File: config.mk
export PLATFORM = sky130hd
export DESIGN_NAME = hazard_ctrl
export DESIGN_NICKNAME = d
export VERILOG_FILES = /design/src/rtl/hazard_pkg.sv /design/src/rtl/hazard_detect.sv /design/src/rtl/hazard_ctrl.sv
export SDC_FILE = /design/constraint.sdc
export NUM_CORES = 1
export LEC_CHECK = 0
export ABC_AREA = 1
export CORE_MARGIN = 2
export CORE_UTILIZATION = 30
export CTS_CLUSTER_SIZE = 40
export DETAILED_ROUTE_END_ITERATION = 10
export GPL_ROUTABILITY_DRIVEN = 0
export PLACE_DENSITY = 0.64
export RECOVER_POWER = 100
export SLEW_MARGIN = 20
export SYNTH_ARGS = -nofsm -noshare
export SYNTH_HDL_FRONTEND = slang
export SYNTH_HIERARCHICAL = 1
export SYNTH_SLANG_ARGS = --single-unit
export TNS_END_PERCENT = 30
File: constraint.sdc
create_clock -name clk -period 2.1 [get_ports clk]
set_input_delay 0.315 -clock clk [delete_from_list [all_inputs] [get_ports clk]]
set_output_delay 0.315 -clock clk [all_outputs]
set_load 0.02 [all_outputs]
File: src/rtl/hazard_pkg.sv
// Shared types and constants for the pipeline stall/flush controller.
package hazard_pkg;

  localparam int REG_W = 4;
  localparam logic [REG_W-1:0] ZERO_REG = '0;

  typedef enum logic [1:0] {
    RUN      = 2'd0,
    MEM_WAIT = 2'd1,
    HALT     = 2'd2
  } state_t;

  // Register 0 is hard-wired, so it never creates a dependency.
  function automatic logic reg_match(input logic [REG_W-1:0] src,
                                     input logic [REG_W-1:0] dst);
    return (src == dst) && (dst != ZERO_REG);
  endfunction

endpackage

File: src/rtl/hazard_detect.sv
// Combinational detection of the hazards forwarding cannot cover:
// load-use in ID and a JR whose target register is still being loaded.
module hazard_detect
  import hazard_pkg::*;
(
  input  logic [REG_W-1:0] id_rs,
  input  logic [REG_W-1:0] id_rt,
  input  logic             id_uses_rs,
  input  logic             id_uses_rt,
  input  logic             id_is_jr,
  input  logic [REG_W-1:0] id_ex_rd,
  input  logic             id_ex_rw,
  input  logic             id_ex_memrd,
  input  logic [REG_W-1:0] ex_mem_rd,
  input  logic             ex_mem_rw,
  input  logic             ex_mem_memrd,
  output logic             load_use,
  output logic             jr_haz
);

  logic ex_load;
  logic mem_load;

  assign ex_load  = id_ex_memrd & id_ex_rw;
  assign mem_load = ex_mem_memrd & ex_mem_rw;

  assign load_use = ex_load &
                    ((id_uses_rs & reg_match(id_rs, id_ex_rd)) |
                     (id_uses_rt & reg_match(id_rt, id_ex_rd)));

  // JR reads rs in ID, so a load still in EX or MEM cannot be forwarded in time.
  assign jr_haz = id_is_jr &
                  ((ex_load  & reg_match(id_rs, id_ex_rd)) |
                   (mem_load & reg_match(id_rs, ex_mem_rd)));

endmodule

File: src/rtl/hazard_ctrl.sv
// Pipeline stall/flush controller: FSM for memory waits and halt, stall
// counter, and the priority mux producing stage enables and bubble controls.
module hazard_ctrl
  import hazard_pkg::*;
#(
  parameter int MEM_TIMEOUT = 64,
  parameter int CNT_W       = 16
) (
  input  logic             clk,
  input  logic             rst_n,
  input  logic [REG_W-1:0] id_rs,
  input  logic [REG_W-1:0] id_rt,
  input  logic             id_uses_rs,
  input  logic             id_uses_rt,
  input  logic             id_is_jr,
  input  logic             id_is_hlt,
  input  logic [REG_W-1:0] id_ex_rd,
  input  logic             id_ex_rw,
  input  logic             id_ex_memrd,
  input  logic [REG_W-1:0] ex_mem_rd,
  input  logic             ex_mem_rw,
  input  logic             ex_mem_memrd,
  input  logic             branch_taken,
  input  logic             mem_req,
  input  logic             mem_ready,
  output logic             pc_write,
  output logic             if_id_write,
  output logic             id_ex_write,
  output logic             ex_mem_write,
  output logic             if_id_flush,
  output logic             id_ex_flush,
  output logic             halted,
  output logic             mem_err,
  output logic [CNT_W-1:0] stall_cycles
);

  localparam int WC_W = $clog2(MEM_TIMEOUT + 1);
  localparam logic [WC_W-1:0] WC_LAST = WC_W'(MEM_TIMEOUT - 1);

  state_t          state, nxt;
  logic [WC_W-1:0] wait_cnt;
  logic            load_use, jr_haz, stall, freeze;

  hazard_detect u_detect (
    .id_rs        (id_rs),
    .id_rt        (id_rt),
    .id_uses_rs   (id_uses_rs),
    .id_uses_rt   (id_uses_rt),
    .id_is_jr     (id_is_jr),
    .id_ex_rd     (id_ex_rd),
    .id_ex_rw     (id_ex_rw),
    .id_ex_memrd  (id_ex_memrd),
    .ex_mem_rd    (ex_mem_rd),
    .ex_mem_rw    (ex_mem_rw),
    .ex_mem_memrd (ex_mem_memrd),
    .load_use     (load_use),
    .jr_haz       (jr_haz)
  );

  assign stall = load_use | jr_haz;
  // The release cycle of a wait is not a freeze: the pipeline moves on mem_ready.
  assign freeze = ((state == MEM_WAIT) | ((state == RUN) & mem_req)) & ~mem_ready;

  always_comb begin
    nxt = state;
    case (state)
      RUN: begin
        if (mem_req & ~mem_ready)                   nxt = MEM_WAIT;
        else if (id_is_hlt & ~branch_taken & ~stall) nxt = HALT;
      end
      MEM_WAIT: begin
        if (mem_ready)              nxt = RUN;
        else if (wait_cnt == WC_LAST) nxt = HALT;
      end
      HALT:    nxt = HALT;
      default: nxt = RUN;
    endcase
  end

  always_comb begin
    pc_write     = 1'b1;
    if_id_write  = 1'b1;
    id_ex_write  = 1'b1;
    ex_mem_write = 1'b1;
    if_id_flush  = 1'b0;
    id_ex_flush  = 1'b0;
    halted       = 1'b0;
    if (!rst_n) begin
      pc_write     = 1'b0;
      if_id_write  = 1'b0;
      id_ex_write  = 1'b0;
      ex_mem_write = 1'b0;
      if_id_flush  = 1'b1;
      id_ex_flush  = 1'b1;
    end else if (state == HALT) begin
      // Keep injecting bubbles so older instructions drain past EX.
      pc_write    = 1'b0;
      if_id_write = 1'b0;
      id_ex_flush = 1'b1;
      halted      = 1'b1;
    end else if (freeze) begin
      pc_write     = 1'b0;
      if_id_write  = 1'b0;
      id_ex_write  = 1'b0;
      ex_mem_write = 1'b0;
    end else if (branch_taken) begin
      if_id_flush = 1'b1;
      id_ex_flush = 1'b1;
    end else if (stall) begin
      pc_write    = 1'b0;
      if_id_write = 1'b0;
      id_ex_flush = 1'b1;
    end
  end

  always_ff @(posedge clk) begin
    if (!rst_n) begin
      state        <= RUN;
      wait_cnt     <= '0;
      mem_err      <= 1'b0;
      stall_cycles <= '0;
    end else begin
      state <= nxt;
      if (state == RUN && nxt == MEM_WAIT)
        wait_cnt <= '0;
      else if (state == MEM_WAIT && !mem_ready)
        wait_cnt <= wait_cnt + 1'b1;
      if (state == MEM_WAIT && nxt == HALT)
        mem_err <= 1'b1;
      if (!pc_write && state != HALT && stall_cycles != '1)
        stall_cycles <= stall_cycles + 1'b1;
    end
  end

endmodule

; After elaboration in Yosys (flattened, before gate mapping)
; Cells that the tools add are included.
[op_classes]
mux = 24
n_reduce_logical = 14
n_bitwise = 21
eq_ne = 10
add_sub_neg = 2
[op_table]
columns = op, count
row1 = two-way mux 1 bit, 19
row2 = adder 16 x 1 -> 16 bit (second input constant), 1
row3 = != test 16 bit (second input constant), 1
row4 = bitwise AND 1 bit, 13
row5 = equality test 4 bit, 3
row6 = logical AND 1 bit, 8
row7 = two-way mux 2 bit, 4
row8 = nonzero test 4 bit, 2
row9 = adder 7 x 1 -> 7 bit (second input constant), 1
row10 = equality test 7 x 6 -> 1 bit (second input constant), 1
row11 = case mux 2 bit (3 select lines), 1
row12 = equality test 2 x 1 -> 1 bit (second input constant), 2
row13 = equality test 2 bit (second input constant), 2
row14 = NOT 1 bit, 4
row15 = bitwise OR 1 bit, 4
row16 = zero test 1 bit, 2
row17 = zero test 2 bit, 1
row18 = != test 2 bit (second input constant), 1
row19 = OR reduction 2 bit, 1
[totals]
elab_cells = 75
inputBits = 29
ff_bits = 26
output_inout_bits = 24

; Longest topological paths before layout
; Gate-level depths: netlist of the first run.
[logic_depth]
depth_word = 14
mapped_depth = 15
ltp_nobuf = 14

; Modules after synthesis
; The synthesis of the first run kept the hierarchy.
[modules_own_cells]
columns = mod, area_each_um2, instances, cells_per_inst
row1 = hazard_ctrl, 1611.5, 1, 229
row2 = hazard_detect, 280.3, 1, 65

; Worst setup path after synthesis of the first run
; OpenSTA, ideal clock, no wires.
[synth_timing]
path_kind = input-to-output
start = input id_ex_rd[0]
end = output pc_write
cell_stages = 12
arrival_ns = 1.431
path_slack_ns = 0.354
path_cell_list = inv_1 nand2_1 nand2_1 nor2_2 nand3_1 a21oi_2 nor2_1 nor2_1 nor2_4 nand2_4 inv_1 buf_4
[synth_between]
elab_chain_len = 11
[synth_rtl]
columns = element, line
row1 = "start, declared", hazard_ctrl.sv:17  ; input logic [REG_W-1:0] id_ex_rd,
row2 = equality test 4 bit / nonzero test 4 bit (equally long branches), hazard_pkg.sv:16  ; return (src == dst) && (dst != ZERO_REG);
row3 = logical AND 1 bit (*), hazard_pkg.sv:16
row4 = bitwise AND 1 bit (*), hazard_detect.sv:33  ; ((ex_load & reg_match(id_rs, id_ex_rd)) |
row5 = bitwise OR 1 bit (*), hazard_detect.sv:33
row6 = bitwise AND 1 bit (*), hazard_detect.sv:32  ; assign jr_haz = id_is_jr &
row7 = named net jr_haz, hazard_ctrl.sv:42  ; logic load_use, jr_haz, stall, freeze;
row8 = bitwise OR 1 bit (*), hazard_ctrl.sv:60  ; assign stall = load_use | jr_haz;
row9 = two-way mux 1 bit (*) (5 in a row), n/a
row10 = "end, declared", hazard_ctrl.sv:26  ; output logic pc_write,
; Mark *: on every way through the listed nets, which the timed path passes. The rest lies on a longest branch.

; Worst setup path in the final report of the first run
[layout_timing]
start = input mem_req
end = output ex_mem_write
[layout_between]
elab_chain_len = 6
[layout_rtl]
columns = element, line
row1 = "start, declared", hazard_ctrl.sv:24  ; input logic mem_req,
row2 = bitwise AND 1 bit, hazard_ctrl.sv:62  ; assign freeze = ((state == MEM_WAIT) | ((state == RUN) & mem_req)) & ~mem_ready;
row3 = bitwise OR 1 bit, hazard_ctrl.sv:62
row4 = bitwise AND 1 bit, hazard_ctrl.sv:62
row5 = two-way mux 1 bit, hazard_ctrl.sv:101  ; end else if (freeze) begin
row6 = two-way mux 1 bit, hazard_ctrl.sv:95  ; end else if (state == HALT) begin
row7 = two-way mux 1 bit, hazard_ctrl.sv:88  ; if (!rst_n) begin
row8 = "end, declared", hazard_ctrl.sv:29  ; output logic ex_mem_write,
; No other way between the ends.

==> reports/metrics.yaml, run 1 <==
cts.hold.buffers_added: 0
grt_pass1_vias: 1766
final-max-slew-violation-count: 0
vias: 2003
rsz0062_at_grt: "false"
antenna_found_initial: 0
diodes_inserted: 0
first_iter_violations: 97
postRouteAntennaNets: 0
synthToLayoutAreaGrowth_pct: 39.7
critical_path_peak_fanout: 4
syn-num-nets: 325
aggregate_routed_wire_length_um: 4580
netlist_top_cells_area: "sky130_fd_sc_hd__dfxtp_1 (28%), sky130_fd_sc_hd__nand2_1 (18%), sky130_fd_sc_hd__nor2_1 (6.5%)"
drt_first_pass_iters: 4
top_level_ports: 53
die_width_um: 83.4
vdd_ir_drop_max_v: 0.000263
cts_inserted_buffers: 3
floorplan.die.height_um: 83.4
final_critical_path_share_of_the_clock_period_pct: 95.7
run_status: "complete, no violations"
warning_count_from_the_yosys_run: 6
normalized_max_slew_margin_pct: 81.0
cts.clk_slew.worst_paths_ps: 100
tightestPinTransition_ps: 285
hpwl_um: 3530
layout.cells.most_common: "sky130_fd_sc_hd__nand2_1"
worst_skew_pair.late_latency_ps: 280
clock_tree.buffer_depth: 2
die_area_um2: 6960
drc: 0
min-delay-path-class: "reg -> reg"
grt-ovfl-total: 0
route.detailed.vias_per_inst: 4.66
nFillCells: 648
start_kind: "primary input"
cts_max_level: 1
tritoncts: "yes"
initial_core_utilization_pct: 31.6
synth-seq-area-share_pct: 27.5
post_route_cells_drive_above_1_share_pct: 18.9
synth_area_per_cell_um2: 6.43
syn_inst: 294
grt_pass1_wl_um: 7620
io_buffers: 52
maxCapViolations: 0
final_util_pct: 44.1
post_synth_instance_area_um2: 1890
setup_violations: 0
cts_root_buffer: "sky130_fd_sc_hd__clkbuf_8"
power_leakage_nw: 1.15
core_area_um2: 5990
cp-end-kind: "output pin"
share_of_the_synthesized_area_in_the_top_cell_type_pct: 27.5
pwr_density_cell_nw_per_um2: 465
hold_violations: 0
number_of_nets_at_the_end_of_the_flow: 387
std_cell_rows: 28
maximum_operating_frequency_ghz: 0.498
cts_sink_count: 26
netlist-cell-type-count: 31
synth_largest_area_cell: "sky130_fd_sc_hd__dfxtp_1"
wire_per_inst_um: 10.7
timing.critical_path.required_ps: 1780
critPathKind: "in -> out"
tns_ps: 0
period_needed_ps: 2010
mostFrequentLayoutCells: "sky130_fd_sc_hd__nand2_1 (89), sky130_fd_sc_hd__nor2_1 (30), sky130_fd_sc_hd__dfxtp_1 (26)"
synth_seq_cells: 26
timing.critical_path.arrival_ps: 1690
grt.total_usage_pct: 12.9
grt_max_degree: 19
timing.clock.skew_ps: 6.45
[kinds of logic after synthesis]
| logic type | Yosys count | share of synthesized area (%) |
|---|---|---|
| xor gates and xnor gates | 12 | 5.56 |
| adders and majority gates | 2 | 1.32 |
| DFF | 26 | 27.5 |
| AOI/OAI and AO/OA | 29 | 10.6 |
| and+or+nand+nor | 185 | 45.7 |
| buffers and inverters | 40 | 9.32 |
[where the power goes]
group | internal, mW | switching [mW] | total (mW)
combinational | 0.137 | 0.157 | 0.295
clock | 0.255 | 0.166 | 0.421
sequential | 0.501 | 0.0124 | 0.514
[cell usage after synthesis]
cell,instances
sky130_fd_sc_hd__a211oi_1,1
sky130_fd_sc_hd__buf_6,1
sky130_fd_sc_hd__o21a_1,1
sky130_fd_sc_hd__nand4_1,12
sky130_fd_sc_hd__a21oi_2,12
sky130_fd_sc_hd__buf_4,2
sky130_fd_sc_hd__ha_1,2
sky130_fd_sc_hd__clkbuf_1,2
sky130_fd_sc_hd__buf_8,1
sky130_fd_sc_hd__nor3b_1,1
sky130_fd_sc_hd__nor2_2,4
sky130_fd_sc_hd__a21oi_1,10
sky130_fd_sc_hd__and2_4,1
sky130_fd_sc_hd__xor2_1,5
sky130_fd_sc_hd__nor2_4,3
sky130_fd_sc_hd__dfxtp_1,26
sky130_fd_sc_hd__nor2_1,33
sky130_fd_sc_hd__o31ai_1,1
sky130_fd_sc_hd__nand3_1,18
sky130_fd_sc_hd__nand3_4,1
sky130_fd_sc_hd__nor3_1,2
sky130_fd_sc_hd__nand2_4,2
sky130_fd_sc_hd__o21bai_1,1
sky130_fd_sc_hd__xnor2_1,7
sky130_fd_sc_hd__and2_1,1
sky130_fd_sc_hd__nand2_2,16
sky130_fd_sc_hd__nand2_1,90
sky130_fd_sc_hd__inv_2,6
sky130_fd_sc_hd__inv_1,28
sky130_fd_sc_hd__o21ai_0,3
sky130_fd_sc_hd__or2_2,1
[flip-flops by register name, summed over array words and instances, names as in the netlist]
signal	flops
wait_cnt	7
mem_err	1
stall_cycles	16
state	2
[final timing paths]
path	slack (ps)	end	cells past startpoint	startpoint
worst max-delay path	90	ex_mem_write	6	mem_req
worst min-delay path	470	mem_err	2	mem_err
worst max register to register	380	stall_cycles[1]	9	stall_cycles[0]
worst min register to register	470	mem_err	2	mem_err
[critical path, stage by stage]
cell and delay (ps):
sky130_fd_sc_hd__dlygate4sd3_1 550, sky130_fd_sc_hd__o21a_1 180, sky130_fd_sc_hd__nand2_2 120, sky130_fd_sc_hd__inv_1 70, sky130_fd_sc_hd__nor2_1 110, sky130_fd_sc_hd__dlygate4sd2_1 350
[stage by stage]
step | cell area, um^2 | hold WS [ps] | cells | setup WS (ps) | power [mW]
2_1_floorplan | 1890 | 413 | 294 | 354 | 0.689
3_3_place_gp | 2540 | 451 | 425 | -549 | 0.817
3_5_place_dp | 2540 | 469 | 425 | -538 | 0.819
4_1_cts | 2610 | 484 | 429 | -4.32 | 1.23
5_1_grt | 2640 | 509 | 430 | 4.65 | 1.29
6_report | 2640 | 472 | 430 | 90.9 | 1.23
[repair_timing]
item                                    CTS  global route
gates resized for setup                  39            13
cloned                                    0             1
buffers inserted                          0             0
pin swaps                                 7            12
hold endpoints to repair                  0             0
endpoints found under the setup margin   21            18
[area by class of cell]
cell class	instances	area, um^2	area share [%]
multi-input cells	228	1200	45.6
well taps	75	93.8	3.55
flip-flops and latches	26	520	19.7
clock inverters	1	30.0	1.14
inverters	34	130	4.92
repair buffers	63	622	23.5
clock buffers	3	41.3	1.56
[layer usage]
layer,track usage [%],up-vias,share of wire [%]
met3,2.09,4,4.3
met2,22.1,41,48
met1,16.3,907,46
met5,0,-,0
met4,4.40,0,1.2
li1,-,1051,-
No activity file was read; power rests on OpenSTA's default activity.
==> inputs of run 2 (changes only) <==
TNS_END_PERCENT = not set   (was 30)
==> run 2 against run 1 <==
Compared with the run above:
- clock-buffer cell count is the same
- sequential power hardly changed
- non-clock buffer count down 1
- sequential cell count unchanged
- total power is 1.9% lower
- register-to-register slack worse by 20 ps
- highest routed layer unchanged
==> reports/metrics.yaml, run 2 (synthesis results as in run 1) <==
run_status: "complete, no violations"
pwr_density_cell_nw_per_um2: 467
grt_pass1_vias: 1766
post_route_cells_drive_above_1_share_pct: 18.4
power_leakage_nw: 1.09
grt_pass1_wl_um: 7600
tightestPinTransition_ps: 1030
min-delay-path-class: "reg -> reg"
layout.cells.most_common: "sky130_fd_sc_hd__nand2_1"
vias: 1960
synthToLayoutAreaGrowth_pct: 36.5
r2r_setup_slack_ps: 360
period_needed_ps: 2010
die_width_um: 83.4
timing.critical_path.arrival_ps: 1690
internal_power_uw: 881
mostFrequentLayoutCells: "sky130_fd_sc_hd__nand2_1 (88), sky130_fd_sc_hd__nor2_1 (30), sky130_fd_sc_hd__dfxtp_1 (26)"
timing.clock.skew_ps: 7.89
maxCapViolations: 0
cts.clk_slew.worst_paths_ps: 90
largest-register: "stall_cycles"
final_util_pct: 43.1
largestRegisters: "stall_cycles (16), wait_cnt (7), state (2)"
floorplan.die.height_um: 83.4
vdd_ir_drop_max_v: 0.000260
drc: 0
finalPower_mw: 1.21
wire_per_inst_um: 10.2
worst_r2r_dst: "stall_cycles[6]"
antenna_found_initial: 0
first_iter_violations: 69
nFillCells: 661
route.detailed.vias_per_inst: 4.57
aggregate_routed_wire_length_um: 4400
clock_tree.buffer_depth: 2
cts.hold.buffers_added: 0
worst_skew_pair.late_latency_ps: 280
tritoncts: "yes"
cts_inserted_buffers: 3
switching_share_of_power_pct: 26.9
total_switching_power_uw: 325
hpwl_um: 3530
rsz0062_at_grt: "false"
maximum_operating_frequency_ghz: 0.498
drt_first_pass_iters: 4
number_of_nets_at_the_end_of_the_flow: 386
seq_power_share_pct: 42.6
critical_path.reg2reg.startpoint: "stall_cycles[0]"
std_cell_rows: 28
die_area_um2: 6960
post_cts_setup_buffers: 0
power.combinational.fraction_pct: 22.7
setup_violations: 0
final_critical_path_share_of_the_clock_period_pct: 95.6
cp-end-kind: "output pin"
finalHoldWorstSlack_ps: 472
cts_root_buffer: "sky130_fd_sc_hd__clkbuf_8"
core_area_um2: 5990
grt_max_degree: 19
cts_sink_count: 26
start_kind: "primary input"
top_level_ports: 53
largest_register_ffs: 16
io_buffers: 52
timing.critical_path.required_ps: 1780
diodes_inserted: 0
holdCritStartpoint: "mem_err"
normalized_max_slew_margin_pct: 31.4
final-max-slew-violation-count: 0
cts_max_level: 1
critPathKind: "in -> out"
grt.total_usage_pct: 12.8
initial_core_utilization_pct: 31.6
hold_path_depth: 2
postRouteAntennaNets: 0
end_point_of_the_worst_hold_path: "mem_err"
critical_path_peak_fanout: 4
grt-ovfl-total: 0
power.share.clock_pct: 34.7
worst_r2r_path_depth: 9
hold_violations: 0
tns_ps: 0
-- run 2: worst max-delay path by stage --
stage,to,slack [ps],start
after floorplan,pc_write,350,id_ex_rd[0]
after global placement,pc_write,-550,id_ex_rd[1]
after detailed placement,if_id_write,-540,id_ex_rd[1]
after CTS,if_id_write,60,ex_mem_rd[0]
after global routing,pc_write,8,id_rt[1]
final,ex_mem_write,90,mem_req
-- run 2: timing repair --
item	in CTS	in global routing
pin swaps	7	2
gates cloned	0	0
endpoints found under the hold margin	0	0
resized for setup	41	3
setup endpoints to repair	21	5
-- run 2: cell type report --
| class | count | area [um^2] | area share (%) |
|---|---|---|---|
| timing repair buffer | 62 | 576 | 22.3 |
| multi-input combinational | 228 | 1190 | 46.2 |
| inverter | 34 | 128 | 4.94 |
| tap | 75 | 93.8 | 3.63 |
| sequential | 26 | 520 | 20.2 |
| clock buffer | 3 | 41.3 | 1.60 |
| clock inverter | 1 | 30.0 | 1.16 |
-- run 2: worst max-delay path, cell delays in order --
cell	delay [ps]
sky130_fd_sc_hd__dlygate4sd3_1	550
sky130_fd_sc_hd__o21a_1	180
sky130_fd_sc_hd__nand2_2	120
sky130_fd_sc_hd__inv_1	70
sky130_fd_sc_hd__nor2_1	110
sky130_fd_sc_hd__dlygate4sd2_1	350
-- run 2: power groups by stage --
stage          sequential [mW]  combinational [mW]  clock [mW]
6_report                 0.514               0.274       0.418
5_1_grt                  0.516               0.301       0.452
3_3_place_gp             0.526               0.291           0
3_5_place_dp             0.526               0.293           0
2_1_floorplan            0.530               0.159           0
4_1_cts                  0.515               0.283       0.433
-- run 2: per-layer routing --
| metal | GRT usage (%) | vias to the layer above | wire, um |
|---|---|---|---|
| li1 | - | 1050 | - |
| met1 | 16.3 | 878 | 2080 |
| met2 | 22.0 | 28 | 2120 |
| met3 | 2.09 | 4 | 138 |
| met4 | 4.40 | 0 | 55 |
| met5 | 0 | - | 0 |
-- run 2: metrics by stage --
step,cells,cell area [um^2],worst slack [ps]
after global routing,429,2580,8.33
final,429,2580,92.0
after global placement,425,2540,-549
after detailed placement,425,2540,-538
after CTS,429,2600,62.2
after floorplan,294,1890,354
==> inputs of run 3 (changes only) <==
CORE_MARGIN = 1   (was 2)
PLACE_DENSITY = not set   (was 0.64)
==> run 3 against run 2 <==
Compared with the run above:
- combinational power about the same
- global-route usage grew 2.0 points
- utilization up 0.15 points
- sequential cell count did not move
- critical endpoint is now halted
==> reports/metrics.yaml, run 3 (synthesis results as in run 1) <==
crit_top_cell: "sky130_fd_sc_hd__clkdlybuf4s50_1"
cts_inserted_buffers: 3
die_area_um2: 6630
critical_path.cell_chain: "clkdlybuf4s50_1 > inv_1 > nor2_1 > clkdlybuf4s50_1"
place_inst: 427
core_area_um2: 5990
finalInstanceArea_um2: 2590
grt_pass1_wl_um: 7730
grt_max_degree: 17
setup_violations: 0
maximum_operating_frequency_ghz: 0.495
power.combinational.fraction_pct: 24.5
vias: 1952
run_status: "complete, no violations"
final_critical_path_share_of_the_clock_period_pct: 96.2
first_iter_violations: 79
initial_core_utilization_pct: 31.6
crit_slowest_cell: "sky130_fd_sc_hd__clkdlybuf4s50_1"
rsz0062_at_grt: "false"
io_buffers: 52
tritoncts: "yes"
post_cts_setup_buffers: 0
postRouteAntennaNets: 0
critical_path.max_stage_delay_ps: 610
std_cell_rows: 28
critical_path.n_buffers_inverters: 3
floorplan.die.height_um: 81.4
critical_path.top_delay_family: "buffers and inverters"
grt-ovfl-total: 0
worst_skew_pair.late_latency_ps: 280
timing.clock.skew_ps: 9.92
clock_tree.buffer_depth: 2
normalized_max_slew_margin_pct: 79.9
largest-register: "stall_cycles"
critPathKind: "in -> out"
tightestPinTransition_ps: 300
critical_path_peak_fanout: 4
timing.critical_path.required_ps: 1780
power_leakage_nw: 1.11
finalPower_mw: 1.13
post_route_cells_drive_above_1_share_pct: 18.8
internal_power_uw: 797
switching_share_of_power_pct: 29.6
largestRegisters: "stall_cycles (16), wait_cnt (7), state (2)"
top_level_ports: 53
pre_cts_slack_ps: -535
final.setup.worst_slack_ps: 79.6
wire_per_inst_um: 10.6
route.detailed.vias_per_inst: 4.53
largest_register_ffs: 16
min-delay-path-class: "reg -> reg"
grt.total_usage_pct: 14.8
seq_power_share_pct: 45.4
total_switching_power_uw: 335
cts.hold.buffers_added: 0
cts.clk_slew.worst_paths_ps: 90
pwr_density_cell_nw_per_um2: 437
antenna_found_initial: 0
final-max-slew-violation-count: 0
period_needed_ps: 2020
power.share.clock_pct: 30.1
hold_violations: 0
cts_sink_count: 26
finalHoldWorstSlack_ps: 456
die_width_um: 81.4
mostFrequentLayoutCells: "sky130_fd_sc_hd__nand2_1 (90), sky130_fd_sc_hd__nor2_1 (30), sky130_fd_sc_hd__dfxtp_1 (26)"
start_kind: "primary input"
area_after_dpl_um2: 2560
vdd_ir_drop_max_v: 0.000271
stdcell_count: 431
diodes_inserted: 0
timing.critical_path.arrival_ps: 1710
synthToLayoutAreaGrowth_pct: 37.0
drt_first_pass_iters: 4
grt_pass1_vias: 1697
aggregate_routed_wire_length_um: 4590
number_of_nets_at_the_end_of_the_flow: 388
cts_max_level: 1
drc: 0
cp-end-kind: "output pin"
cts_root_buffer: "sky130_fd_sc_hd__clkbuf_8"
tns_ps: 0
hpwl_um: 3640
maxCapViolations: 0
final_util_pct: 43.3
layout.cells.most_common: "sky130_fd_sc_hd__nand2_1"
-- run 3: cell count changes in the layout (fill, tap and decap cells not counted), moves of 2 or more --
cell and change:
sky130_fd_sc_hd__buf_4 +3, sky130_fd_sc_hd__dlygate4sd2_1 -2, sky130_fd_sc_hd__dlymetal6s2s_1 +2, sky130_fd_sc_hd__nand2_1 +2, sky130_fd_sc_hd__nand2_2 -2
-- run 3: worst paths after layout --
path                                       from         endpoint  slack [ps]  cells past startpoint
worst max-delay path                      rst_n           halted          80                      4
worst min-delay path                    mem_err          mem_err         460                      2
worst max register to register  stall_cycles[0]  stall_cycles[1]         370                      9
worst min register to register          mem_err          mem_err         460                      2
-- run 3: what timing repair did --
action                                  4_1_cts  5_1_grt
endpoints found under the setup margin       21       20
cloned                                        0        0
pin swaps                                    11        7
resized for setup                            39        5
-- run 3: routing by layer --
layer	part of all wire [%]	track usage [%]	up-vias
met4	1.2	4.29	0
met5	0	0	-
met3	4.8	2.56	4
met2	44	23.4	40
met1	50	20.5	852
li1	-	-	1056
-- run 3: power groups by stage --
stage	sequential, mW	clock [mW]	combinational, mW
after global routing	0.517	0.368	0.307
after global placement	0.526	0	0.295
after floorplan	0.530	0	0.159
after CTS	0.514	0.345	0.291
after detailed placement	0.526	0	0.297
final	0.514	0.341	0.277
-- run 3: final cells by class --
cell class,count,area [um^2]
Fill cell,660,3400
Multi-Input combinational cell,228,1190
Timing Repair Buffer,64,602
Sequential cell,26,520
Inverter,34,128
Tap cell,75,93.8
Clock buffer,4,55.1
-- run 3: worst min-delay path: cells and delay by family (launching register included) --
family | cells | cell delay [ps]
buffers and inverters | 1 | 40
flip-flops | 1 | 320
AO/OA/AOI/OAI | 1 | 50
